`src/rtl/alu_seq_pkg.sv`:
```
// alu_seq_pkg: shared widths, ALU opcodes and sequencer states for alu_sequencer.
package alu_seq_pkg;
  localparam int DATA_W   = 8;
  localparam int OP_W     = 3;
  localparam int NUM_REGS = 4;
  localparam int REG_AW   = $clog2(NUM_REGS);
  localparam logic [OP_W-1:0] OP_ADD = 3'b000;
  localparam logic [OP_W-1:0] OP_SUB = 3'b001;
  localparam logic [OP_W-1:0] OP_AND = 3'b010;
  localparam logic [OP_W-1:0] OP_OR  = 3'b011;
  localparam logic [OP_W-1:0] OP_XOR = 3'b100;
  localparam logic [OP_W-1:0] OP_NOR = 3'b101;
  typedef enum logic [1:0] {IDLE, EXEC, RESP} state_e;
  function automatic logic op_illegal(input logic [OP_W-1:0] op);
    return op > OP_NOR;
  endfunction
endpackage

```
`src/rtl/alu_seq_regfile.sv`:
```
// alu_seq_regfile: NUM_REGS x DATA_W register file, async clear, one write port,
// three combinational read ports (operand A, operand B, debug).
module alu_seq_regfile
  import alu_seq_pkg::*;
(
  input  logic              clk,
  input  logic              rst_n,
  input  logic              we_i,
  input  logic [REG_AW-1:0] waddr_i,
  input  logic [DATA_W-1:0] wdata_i,
  input  logic [REG_AW-1:0] raddr_a_i,
  input  logic [REG_AW-1:0] raddr_b_i,
  input  logic [REG_AW-1:0] raddr_dbg_i,
  output logic [DATA_W-1:0] rdata_a_o,
  output logic [DATA_W-1:0] rdata_b_o,
  output logic [DATA_W-1:0] rdata_dbg_o
);
  logic [DATA_W-1:0] mem_q [NUM_REGS];
  always_ff @(posedge clk or negedge rst_n) begin
    if (!rst_n) mem_q <= '{default: '0};
    else if (we_i) mem_q[waddr_i] <= wdata_i;
  end
  assign rdata_a_o   = mem_q[raddr_a_i];
  assign rdata_b_o   = mem_q[raddr_b_i];
  assign rdata_dbg_o = mem_q[raddr_dbg_i];
endmodule

```
`src/rtl/alu_sequencer.sv`:
```
// alu_sequencer: serialises commands into an external combinational ALU,
// writes results back to a small register file and returns them on a response channel.
module alu_sequencer
  import alu_seq_pkg::*;
(
  input  logic              clk,
  input  logic              rst_n,
  input  logic              cmd_valid,
  output logic              cmd_ready,
  input  logic [OP_W-1:0]   cmd_op,
  input  logic [REG_AW-1:0] cmd_dst,
  input  logic [REG_AW-1:0] cmd_src_a,
  input  logic [REG_AW-1:0] cmd_src_b,
  input  logic              cmd_imm_en,
  input  logic [DATA_W-1:0] cmd_imm,
  output logic [DATA_W-1:0] alu_a,
  output logic [DATA_W-1:0] alu_b,
  output logic [OP_W-1:0]   alu_opcode,
  input  logic [DATA_W-1:0] alu_result,
  input  logic              alu_zero,
  output logic              rsp_valid,
  input  logic              rsp_ready,
  output logic [DATA_W-1:0] rsp_data,
  output logic              rsp_zero,
  output logic              rsp_err,
  input  logic [REG_AW-1:0] dbg_addr,
  output logic [DATA_W-1:0] dbg_data
);
  state_e            state_q, state_d;
  logic              cmd_ready_q, cmd_ready_d;
  logic [REG_AW-1:0] dst_q, dst_d;
  logic [DATA_W-1:0] alu_a_q, alu_a_d, alu_b_q, alu_b_d;
  logic [OP_W-1:0]   alu_op_q, alu_op_d;
  logic              rsp_valid_q, rsp_valid_d, rsp_zero_q, rsp_zero_d, rsp_err_q, rsp_err_d;
  logic [DATA_W-1:0] rsp_data_q, rsp_data_d;
  logic [DATA_W-1:0] rd_a, rd_b;
  logic              accept, illegal, we;

  assign accept  = cmd_valid && cmd_ready_q;
  assign illegal = op_illegal(alu_op_q);
  assign we      = (state_q == EXEC) && !illegal;

  alu_seq_regfile u_regfile (
    .clk         (clk),
    .rst_n       (rst_n),
    .we_i        (we),
    .waddr_i     (dst_q),
    .wdata_i     (alu_result),
    .raddr_a_i   (cmd_src_a),
    .raddr_b_i   (cmd_src_b),
    .raddr_dbg_i (dbg_addr),
    .rdata_a_o   (rd_a),
    .rdata_b_o   (rd_b),
    .rdata_dbg_o (dbg_data)
  );

  always_comb begin
    state_d     = state_q;
    cmd_ready_d = cmd_ready_q;
    dst_d       = dst_q;
    alu_a_d     = alu_a_q;
    alu_b_d     = alu_b_q;
    alu_op_d    = alu_op_q;
    rsp_valid_d = rsp_valid_q;
    rsp_data_d  = rsp_data_q;
    rsp_zero_d  = rsp_zero_q;
    rsp_err_d   = rsp_err_q;
    case (state_q)
      IDLE: begin
        cmd_ready_d = !accept;
        if (accept) begin
          dst_d    = cmd_dst;
          alu_a_d  = rd_a;
          alu_b_d  = cmd_imm_en ? cmd_imm : rd_b;
          alu_op_d = cmd_op;
          state_d  = EXEC;
        end
      end
      EXEC: begin
        // illegal opcodes report a zero result with the zero flag set
        rsp_valid_d = 1'b1;
        rsp_data_d  = illegal ? '0 : alu_result;
        rsp_zero_d  = illegal | alu_zero;
        rsp_err_d   = illegal;
        state_d     = RESP;
      end
      RESP: begin
        if (rsp_ready) begin
          rsp_valid_d = 1'b0;
          cmd_ready_d = 1'b1;
          state_d     = IDLE;
        end
      end
      default: state_d = IDLE;
    endcase
  end

  always_ff @(posedge clk or negedge rst_n) begin
    if (!rst_n) begin
      state_q     <= IDLE;
      cmd_ready_q <= 1'b0;
      dst_q       <= '0;
      alu_a_q     <= '0;
      alu_b_q     <= '0;
      alu_op_q    <= '0;
      rsp_valid_q <= 1'b0;
      rsp_data_q  <= '0;
      rsp_zero_q  <= 1'b0;
      rsp_err_q   <= 1'b0;
    end else begin
      state_q     <= state_d;
      cmd_ready_q <= cmd_ready_d;
      dst_q       <= dst_d;
      alu_a_q     <= alu_a_d;
      alu_b_q     <= alu_b_d;
      alu_op_q    <= alu_op_d;
      rsp_valid_q <= rsp_valid_d;
      rsp_data_q  <= rsp_data_d;
      rsp_zero_q  <= rsp_zero_d;
      rsp_err_q   <= rsp_err_d;
    end
  end

  assign cmd_ready  = cmd_ready_q;
  assign alu_a      = alu_a_q;
  assign alu_b      = alu_b_q;
  assign alu_opcode = alu_op_q;
  assign rsp_valid  = rsp_valid_q;
  assign rsp_data   = rsp_data_q;
  assign rsp_zero   = rsp_zero_q;
  assign rsp_err    = rsp_err_q;
endmodule

```
`config.mk`:
```
export PLATFORM = sky130hd
export DESIGN_NAME = alu_sequencer
export DESIGN_NICKNAME = d
export VERILOG_FILES = /design/src/rtl/alu_seq_pkg.sv /design/src/rtl/alu_seq_regfile.sv /design/src/rtl/alu_sequencer.sv
export SDC_FILE = /design/constraint.sdc
export NUM_CORES = 1
export LEC_CHECK = 0
export ABC_AREA = 1
export CORE_ASPECT_RATIO = 0.6
export CORE_MARGIN = 2
export CORE_UTILIZATION = 49
export CTS_BUF_LIST = sky130_fd_sc_hd__clkbuf_4 sky130_fd_sc_hd__clkbuf_8
export CTS_CLUSTER_SIZE = 40
export DETAILED_ROUTE_END_ITERATION = 7
export GPL_ROUTABILITY_DRIVEN = 0
export GPL_TIMING_DRIVEN = 0
export PLACE_DENSITY = 0.86
export RECOVER_POWER = 50
export SKIP_LAST_GASP = 1
export SLEW_MARGIN = 10
export SYNTH_ARGS = -nofsm -noshare
export SYNTH_HDL_FRONTEND = slang
export SYNTH_HIERARCHICAL = 1
export SYNTH_SLANG_ARGS = --single-unit
export TNS_END_PERCENT = 100
```
`constraint.sdc`:
```
create_clock -name clk -period 1.5 [get_ports clk]
set_clock_uncertainty 0.2 [all_clocks]
set_input_delay 0.3 -clock clk [delete_from_list [all_inputs] [get_ports clk]]
set_output_delay 0.3 -clock clk [all_outputs]
set_load 0.05 [all_outputs]
```
Yosys cells after proc, flatten, opt, wreduce, memory -nomap -nowiden
Index checks and enable logic that the tools add are counted.
{"block": "totals", "reg_bits": 67}
{"block": "op_classes", "order_cmp": 6, "n_reduce_logical": 12, "bitwise": 5, "n_mux": 21, "eq_ne": 4}
{"op": "two-way mux 8 bit", "count": 9}
{"op": "binary-select mux 8 bit (select 2 bit)", "count": 3}
{"op": "bitwise mux 32 bit", "count": 1}
{"op": "demux 8 bit (select 2 bit)", "count": 1}
{"op": "greater-or-equal comparator 3 bit, second input constant", "count": 4}
{"op": "inverter 2 -> 3 bit", "count": 4}
{"op": "AND reduction 2 bit", "count": 4}
{"op": "case mux 2 bit (3 select lines)", "count": 1}
{"op": "two-way mux 2 bit", "count": 2}
{"op": "inequality test 2 bit, second input constant", "count": 2}
{"op": "case mux 1 bit (2 select lines)", "count": 2}
{"op": "nonzero test 2 bit", "count": 2}
{"op": "greater-than comparator 3 bit, second input constant", "count": 1}
{"op": "logical AND 1 bit", "count": 3}
{"op": "< comparator 3 x 1 -> 1 bit, second input constant", "count": 1}
{"op": "== test 2 x 1 -> 1 bit, second input constant", "count": 1}
{"op": "== test 2 bit, second input constant", "count": 1}
{"op": "zero test 1 bit", "count": 2}
{"op": "zero test 2 bit", "count": 1}
{"op": "two-way mux 1 bit", "count": 2}
{"op": "bitwise OR 1 bit", "count": 1}

Depth between registers and ports, before layout
Gate-level depths: netlist of run 1.
{"block": "logic_depth", "ltp_word": 6, "mapped_depth": 10, "mapped_depth_nobuf": 8}

Cells and area by module
Netlist of run 1, hierarchy kept.
{"mod": "alu_seq_regfile", "cells_each": 359, "n_inst": 1, "seq_area_each_um2": 800.8, "area_per_inst_um2": 2316.0}
{"mod": "alu_sequencer", "cells_each": 184, "n_inst": 1, "seq_area_each_um2": 875.8, "area_per_inst_um2": 1531.5}

Least setup slack after synthesis of run 1
No wires, ideal clock.
{"block": "synth_path", "path_type": "register to register", "start": "register alu_op_q[2] (netlist: alu_opcode[2])", "end": "register u_regfile/mem_q[5] (netlist bit)", "path_stages_with_launch": 7, "t_required_ns": 1.183, "path_slack_ns": -0.198, "path_buffers": 2, "period_less_slack_ns": 1.698, "arrival_time_ns": 1.381, "cell_sequence": "dfrtp_1 > a21oi_2 > buf_6 > nand3_4 > buf_6 > nand2_2 > o21ai_2"}
{"block": "synth_via", "elab_chain_cells": 3}
{"element": "from (decl)", "line_no": "alu_sequencer.sv:33", "rtl": "logic [OP_W-1:0] alu_op_q, alu_op_d;"}
{"element": "from (signal assigned)", "line_no": "alu_sequencer.sv:116", "rtl": "alu_op_q <= alu_op_d;"}
{"element": "greater-than comparator 3 bit", "line_no": "alu_seq_pkg.sv:15", "rtl": "return op > OP_NOR;"}
{"element": "zero test 1 bit", "line_no": "alu_sequencer.sv:41", "rtl": "assign we = (state_q == EXEC) && !illegal;"}
{"element": "logical AND 1 bit", "line_no": "alu_sequencer.sv:41"}
{"element": "net we", "line_no": "alu_sequencer.sv:37", "rtl": "logic accept, illegal, we;"}
{"element": "to (signal, indexed assignment)", "line_no": "alu_seq_regfile.sv:21", "rtl": "else if (we_i) mem_q[waddr_i] <= wdata_i;"}
{"element": "to (decl)", "line_no": "alu_seq_regfile.sv:18", "rtl": "logic [DATA_W-1:0] mem_q [NUM_REGS];"}
The timed path passes the listed nets, and every way through them passes these cells.
A chain may end at the register's enable or synchronous reset.

Final worst setup path of run 1
{"block": "layout_path", "start": "register state_q[1]", "end": "register u_regfile/mem_q[8] (netlist bit)"}
{"block": "layout_via", "elab_chain_cells": 2}
{"element": "from (decl)", "line_no": "alu_sequencer.sv:29", "rtl": "state_e state_q, state_d;"}
{"element": "from (signal assigned)", "line_no": "alu_sequencer.sv:111", "rtl": "state_q <= state_d;"}
{"element": "== test 2 x 1 -> 1 bit", "line_no": "alu_sequencer.sv:41"}
{"element": "logical AND 1 bit", "line_no": "alu_sequencer.sv:41"}
{"element": "net we", "line_no": "alu_sequencer.sv:37"}
The timed path passes the listed nets, and every way through them passes these cells.

==> flow_summary.json, run 1 <==
{
  "status": "finished with violations",
  "violations": "DRC, setup timing",
  "grt_busiest_layer": "met2",
  "ff_latch_area_sq_um": 1680,
  "rsz0062_at_grt": "true",
  "drv_slew": 0,
  "crit_required_ns": 1.55,
  "cpMaxStageDelayCell": "dfrtp_2",
  "multiInputGateArea_sq_um": 2000,
  "p_per_area_nw_per_um2": 2440,
  "drc": 1,
  "crit_arrival_ns": 1.88,
  "crit_path_cell_trace": "inv_2, nand2_4, buf_6, a21oi_4, buf_8, buf_12, buf_12, nand3_4, nand2_2, nand2_1",
  "cp-start-kind": "flop",
  "antenna_found_initial": 0,
  "synthMostInstantiatedCell": "nand2_1",
  "cts_buffers": 9,
  "htreeDepth": 3,
  "drt_wl_total_um": 14700,
  "track_usage_pct": 31.5,
  "dpl.cell_count": 712,
  "clockBufferDepth": 2,
  "clkLatencyLatePin_ns": 0.36,
  "synth.top_cells.by_count": "nand2_1, nand3_1, dfrtp_1",
  "die_x_um": 118,
  "dp.final_hpwl_um": 8240,
  "pin_count": 72,
  "grtUsageMet3_pct": 10.7,
  "syn_inst": 543,
  "post-route-period-util_pct": 122,
  "hp-class": "in2async",
  "ir_drop_v": 0.00161,
  "grt_pass1_vias": 4272,
  "final_cells": 804,
  "drive_gt1_share_pct": 41.1,
  "synth_edf_count": 0,
  "async_reset_ff_share_pct": 100,
  "syn-cell-area_sq_um": 3850,
  "critPathMaxFanout": 8,
  "cp-end-kind": "flop",
  "max_freq_mhz": 545,
  "synth_area_per_cell_sq_um": 7.09,
  "path_clk_slew_ns": 0.08,
  "filler_cell_count": 487,
  "grt_max_degree": 67,
  "grt_pass1_wl_um": 21000,
  "dr_total_vias": 4642,
  "nets": 728,
  "synth-main-ff-cell": "dfrtp_1",
  "synth_top_area_cell": "dfrtp_1",
  "fin_crit_ns": 1.83,
  "r2r_slack_ns": -0.33,
  "p_int_mw": 6.97,
  "p_sw_mw": 7.04,
  "area_growth_syn_to_layout_pct": 49.5,
  "r2r_cells": 10,
  "hold_violations": 0,
  "gr-total-overflow": 0,
  "p_seq_share_pct": 24.7,
  "yosysSeqAreaShare_pct": 43.6,
  "wire_per_inst_um": 18.3,
  "setup_viol": 40,
  "firstDrtPassIters": 8,
  "viasPerCell": 5.77,
  "initial_core_util_pct": 51.7,
  "ys_ff_latch": 67,
  "p_comb_share_pct": 64.0,
  "p_sw_share_pct": 50.3,
  "antenna_cells": 0,
  "core_area_sq_um": 7450,
  "grtUsageMet1_pct": 41.4,
  "synth_nets": 576,
  "io_buffer_count": 64,
  "ys_warn_count": 6,
  "fin_util_pct": 77.2,
  "clockRootBuffer": "clkbuf_8",
  "post-synth-top-area-fraction_pct": 43.6,
  "cts_tree": "done",
  "critical_path_class": "reg2reg",
  "leakage_nw": 3.11,
  "fp-row-count": 24,
  "max_slew.worst_pin.slew_ns": 0.610,
  "grt_util_met2_pct": 49.8,
  "drt_iter0_drc": 640,
  "synth_cell_types": 19,
  "maxSlewHeadroom_pct": 59.3,
  "cts.sinks": 67,
  "layout_setup_ws_ns": -0.335,
  "max_stage_delay_ns": 0.43,
  "ant_nets": 0,
  "chipHeight_um": 72.6,
  "reg2reg_to": "u_regfile/mem_q[8]",
  "crit_top_cell": "buf_12",
  "p_total_mw": 14.0,
  "die_area_sq_um": 8600,
  "maxCapViolCount": 0,
  "synth_top_cells_by_area": "dfrtp_1, nand2_1, nand3_1, inv_1, nand4_1",
  "r2r-start": "state_q[1]",
  "p_clk_share_pct": 11.4
}
-- worst max-delay path by stage --
stage	cells after the start	from	to
2_1_floorplan	9	state_q[1]	u_regfile/mem_q[5]
3_3_place_gp	1	rst_n	alu_opcode[2]
3_5_place_dp	7	dbg_addr[0]	dbg_data[0]
4_1_cts	5	u_regfile/mem_q[6]	dbg_data[6]
5_1_grt	10	state_q[1]	u_regfile/mem_q[10]
6_report	10	state_q[1]	u_regfile/mem_q[8]
-- power by group through the flow --
| stage | combinational [mW] | clock (mW) | sequential (mW) |
|---|---|---|---|
| after floorplan | 3.02 | 0 | 4.63 |
| after global placement | 6.21 | 0 | 3.30 |
| after detailed placement | 6.39 | 0 | 3.33 |
| after CTS | 7.42 | 1.60 | 3.37 |
| after global routing | 9.36 | 1.68 | 3.52 |
| final | 8.96 | 1.59 | 3.45 |
-- metal layers --
layer  vias to the layer above  share of wire, %
met5                         -                 0
met4                         0               4.9
met3                       114                14
met2                       358                44
met1                      2178                37
li1                       1992                 -
-- cell usage in the layout (no fill, tap or decap), types with 11 or more instances in the layout --
cell type        instances
buf_4                   81
nand2_2                 47
nand4_1                 16
clkdlybuf4s50_1         24
inv_2                   39
buf_2                   15
dfrtp_1                 62
nand3_1                 51
nand2_1                230
nand3_2                 19
inv_1                   17
clkbuf_4                13
buf_8                   14
buf_6                   11
-- per-stage QoR --
step | worst slack, ns | area, sq um | hold WS [ns] | setup TNS (ns)
after detailed placement | -0.712 | 4670 | -0.0996 | -19.60
after global placement | -2.50 | 4650 | 0.257 | -169.51
after global routing | -0.398 | 5750 | 0.110 | -11.90
after CTS | -0.229 | 5300 | 0.0832 | -6.69
after floorplan | -0.159 | 3880 | -0.196 | -1.87
final | -0.335 | 5750 | 0.0766 | -10.05
-- logic make-up after synthesis --
family | count (synthesis) | share of synthesized area [%]
AND/OR/NAND/NOR | 376 | 42.5
buffers and inverters | 82 | 10.7
flip-flops | 67 | 43.6
AO/OA/AOI/OAI | 18 | 3.22
-- layout make-up --
type / count / area share, %
Sequential cell: 67 / 29.3
Tap cell: 104 / 2.26
Inverter: 57 / 3.79
Multi-Input combinational cell: 394 / 34.9
Clock buffer: 9 / 2.15
Timing Repair Buffer: 141 / 22.2
Clock inverter: 7 / 1.44
Buffer: 25 / 4.05
-- registers in the layout (all words and copies together), names as in the netlist --
| register | cells |
|---|---|
| rsp_zero | 1 |
| dst_q | 2 |
| rsp_data | 8 |
| u_regfile/mem_q | 32 |
| alu_a | 8 |
| state_q | 2 |
| alu_b | 8 |
| rsp_valid | 1 |
| cmd_ready | 1 |
| alu_opcode | 3 |
| rsp_err | 1 |
-- repair_timing --
item / in CTS / in global routing
endpoints found under the setup margin: 71 / 73
resized for setup: 283 / 81
hold buffers: 1 / 0
endpoints found under the hold margin: 67 / 0
pin swaps: 21 / 23
buffers inserted: 40 / 36
cloned: 3 / 1
-- critical path, delay by kind of cell (launching register included) --
| kind | cells | cell delay (ns) |
|---|---|---|
| buffers and inverters | 5 | 0.59 |
| DFF | 1 | 0.43 |
| and+or+nand+nor | 4 | 0.36 |
| AOI/OAI and AO/OA | 1 | 0.14 |
(Power assumes the default switching activity.)
==> run 2, diff against run 1 <==
--- a/config.mk
+++ b/config.mk
@@ -14,6 +14,7 @@
 export DETAILED_ROUTE_END_ITERATION = 7
 export GPL_ROUTABILITY_DRIVEN = 0
 export GPL_TIMING_DRIVEN = 0
+export MAX_ROUTING_LAYER = met4
 export PLACE_DENSITY = 0.86
 export RECOVER_POWER = 50
 export SKIP_LAST_GASP = 1
==> constraint.sdc (replaced) <==
create_clock -name clk -period 1.5 [get_ports clk]
set_clock_uncertainty 0.2 [all_clocks]
set_input_delay 0.225 -clock clk [delete_from_list [all_inputs] [get_ports clk]]
set_output_delay 0.225 -clock clk [all_outputs]
set_load 0.05 [all_outputs]
==> flow_summary.json, run 2 (synthesized netlist as in run 1, its figures left out) <==
{
  "setup_viol": 38,
  "fin_area_sq_um": 5380,
  "drive_gt1_share_pct": 35.7,
  "cts_buffers": 9,
  "max_freq_mhz": 592,
  "chipHeight_um": 72.6,
  "wire_per_inst_um": 17.3,
  "mostFrequentLayoutCell": "nand2_1",
  "grt_pass1_wl_um": 20600,
  "violations": "setup timing",
  "initial_core_util_pct": 51.7,
  "viasPerCell": 5.57,
  "firstDrtPassIters": 6,
  "pin_count": 72,
  "cp-start-kind": "flop",
  "drv_slew": 0,
  "ir_drop_v": 0.00122,
  "hold_violations": 0,
  "hold_slack_ns": 0.0979,
  "core_area_sq_um": 7450,
  "cp-end-kind": "output pin",
  "maxCapViolCount": 0,
  "grt_max_degree": 50,
  "leakage_nw": 2.97,
  "rsz0062_at_grt": "true",
  "p_total_mw": 13.1,
  "drt_iter0_drc": 593,
  "ant_nets": 0,
  "hold_depth": 5,
  "r2r_cells": 8,
  "path_clk_slew_ns": 0.08,
  "grt_pass1_vias": 4076,
  "io_buffer_count": 64,
  "cts_tree": "done",
  "clockRootBuffer": "clkbuf_8",
  "gr-total-overflow": 0,
  "maxSlewHeadroom_pct": 63.6,
  "dp.final_hpwl_um": 8630,
  "place_area_sq_um": 4650,
  "clockBufferDepth": 2,
  "antenna_found_initial": 0,
  "layout_setup_ws_ns": -0.188,
  "max_flop_register": "u_regfile/mem_q",
  "htreeDepth": 3,
  "dr_total_vias": 4392,
  "max_slew.worst_pin.slew_ns": 0.546,
  "hp-class": "in2reg",
  "p_per_area_nw_per_um2": 2430,
  "setup_tns_ns": -2.74,
  "crit_required_ns": 1.07,
  "crit_arrival_ns": 1.26,
  "die_area_sq_um": 8600,
  "fp-row-count": 24,
  "filler_cell_count": 572,
  "critPathMaxFanout": 3,
  "crit_top_cell": "nand2_1",
  "fin_crit_ns": 1.69,
  "final_cell_mix": "nand2_1, nand3_1, dfrtp_1, buf_4, inv_2",
  "crit_path_cell_trace": "inv_2, nand2_1, nand3_1, nand2_1, buf_6",
  "status": "finished with violations",
  "final_cells": 788,
  "max_stage_delay_ns": 0.40,
  "cpMaxStageDelayCell": "dfrtp_1",
  "drc": 0,
  "dpl.cell_count": 712,
  "cts.sinks": 67,
  "critical_path_class": "reg2out",
  "nets": 712,
  "die_x_um": 118,
  "area_growth_syn_to_layout_pct": 39.8,
  "antenna_cells": 0,
  "drt_wl_total_um": 13700,
  "largest_reg_flops": 32,
  "pre_cts_slack_ns": -0.550,
  "track_usage_pct": 32.3,
  "clkLatencyLatePin_ns": 0.35,
  "fin_util_pct": 72.2,
  "post-route-period-util_pct": 113
}
-- run 2: worst paths after layout --
kind	start	to	slack, ns
min	cmd_imm_en	alu_b[4]	0.1
max	u_regfile/mem_q[23]	dbg_data[7]	-0.19
min in group asynchronous	rst_n	state_q[1]	0.19
max reg2reg	state_q[1]	u_regfile/mem_q[15]	-0.12
min reg2reg	alu_a[7]	alu_a[7]	0.27
max in group asynchronous	rst_n	alu_opcode[1]	0.15
-- run 2: layout make-up --
| cell class | instances | area (sq um) | area share, % |
|---|---|---|---|
| multi-input combinational | 395 | 1930 | 35.8 |
| sequential | 67 | 1680 | 31.3 |
| timing repair buffer | 126 | 1020 | 19.0 |
| inverter | 57 | 214 | 3.98 |
| buffer | 23 | 185 | 3.44 |
| clock buffer | 10 | 131 | 2.44 |
| tap | 104 | 130 | 2.42 |
| clock inverter | 6 | 90.1 | 1.67 |
-- run 2: power by group --
| part | leakage (nW) | switching, mW | internal, mW |
|---|---|---|---|
| Clock | 0.110 | 0.741 | 0.960 |
| Sequential | 0.804 | 0.691 | 2.72 |
| Combinational | 2.05 | 5.16 | 2.80 |
| Total | 2.97 | 6.60 | 6.48 |
-- run 2: worst max-delay path, delay by kind of cell, from the launching register on --
family,cells,cell delay [ns]
DFF,1,0.40
and+or+nand+nor,3,0.23
buffers and inverters,2,0.28
-- run 2: repair_timing --
item,4_1_cts,5_1_grt
cloned,1,2
pin swaps,20,16
endpoints found under the setup margin,71,56
resized for setup,258,47
buffers inserted,28,34
hold endpoints to repair,67,0
hold buffers,1,0
-- run 2: routing by layer --
metal	wire [um]	global-route usage [%]	share of wire, %
met5	0	-	0
met2	5790	47.7	42
met4	406	9.79	3.0
met1	5520	41.7	40
met3	1930	12.1	14
==> RTL edit: new RTL, settings of run 2 <==
Set the package constant `NUM_REGS` to 8 (it was 4).
--- a/src/rtl/alu_seq_pkg.sv
+++ b/src/rtl/alu_seq_pkg.sv
@@ -2,7 +2,7 @@
 package alu_seq_pkg;
   localparam int DATA_W   = 8;
   localparam int OP_W     = 3;
-  localparam int NUM_REGS = 4;
+  localparam int NUM_REGS = 8;
   localparam int REG_AW   = $clog2(NUM_REGS);
   localparam logic [OP_W-1:0] OP_ADD = 3'b000;
   localparam logic [OP_W-1:0] OP_SUB = 3'b001;
Ports: changed (resized cmd_dst, cmd_src_a, cmd_src_b and dbg_addr); port bits go from 72 to 76. The function was not compared with the original's and may differ.
==> RTL edit against run 2 <==
- the run ends with design-rule violations, negative setup slack left
- die area increased by 53%
- via count up 74%
- core utilization decreased by 0.11 points
- setup slack got worse by 0.33 ns
- synthesized area increased by 55%
- routed wire length is 87% higher
- sequential cell count grew 33
- power is 39% higher
- critical endpoint is now dbg_data[0]
- cell area is 61% higher
==> RTL edit: results (changes against run 2) <==
Pwr
  – Leak pwr: 4.62 nW (was 2.97 nW)
  – Maximum VDD drop: 1130 uV (was 1220 uV)
  – Clock net power: 1.92 mW (was 1.70 mW)

Drt
  – WL/cell: 20.1 um (was 17.3 um)
  – Residual DRC: 86 (was 0)
  – Via density: 6.03 (was 5.57)
  – WL met2: 10200 um (was 5790 um)

Setup path
  – Crit. Startpoint: dbg_addr[0] (was u_regfile/mem_q[23]$_DFFE_PN0P_)
  – Largest fanout on the critical path: 10 (was 3)

Placed design
  – Placed insts: 1158 (was 712)
  – IO Port Bufs: 65 (was 64)
  – Placed Area: 6990 um^2 (was 4650 um^2)
  – HPWL Detailed: 14700 um (was 8630 um)

Global routing
  – First-pass GRT wire length: 33100 um (was 20600 um)
  – GRT Overall Usage: 0.339 (was 0.323)
  – Vias in the first global route: 6308 (was 4076)

Timing
  – Final setup margin: -0.517 ns (was -0.188 ns)
  – Finish-stage setup viols: 82 (was 38)
  – Hold Slack: 0.0365 ns (was 0.0979 ns)

Synthesis
  – Netlist cell types: 18 (was 19)
  – Synth cell count leaders: 488 x nand2_1, 112 x nand3_1, 100 x dfrtp_1, 92 x inv_1, 73 x o21ai_0 (was 277 x nand2_1, 70 x nand3_1, 67 x dfrtp_1, 50 x inv_1, 16 x nand4_1)

Clocking
  – Postcts setup bufs: 62 (was 28)

Final layout
  – Largest register FFs: 64 (was 32)

Run status
  – Failing checks: design-rule violations, negative setup slack (was negative setup slack)
  – Status: finished, violations left (unchanged)
==> RTL edit: cell types whose count changed after synthesis, sizes merged <==
cell           run 2  this run
dfrtp             67       100
o21ai             17        73
nor2               5         8
nor3               0         1
buf               25        38
clkbuf             0        10
nand3             73       112
nand4             16         0
nand2            282       490
inv               57        94
==> RTL edit: final cells by class <==
class / instances / area (um^2) / area share
inverter: 94 / 365 / 0.0423
clock buffer: 9 / 124 / 0.0143
multi-input combinational: 685 / 3660 / 0.423
sequential: 100 / 2510 / 0.290
clock inverter: 7 / 88.8 / 0.0103
timing repair buffer: 161 / 1390 / 0.161
tap: 165 / 206 / 0.0239
buffer: 47 / 305 / 0.0353
==> RTL edit: metal layers <==
layer / vias up / track usage
li1: 3209 / -
met4: 0 / 0.0900
met3: 232 / 0.116
met2: 691 / 0.461
met5: - / -
met1: 3516 / 0.481
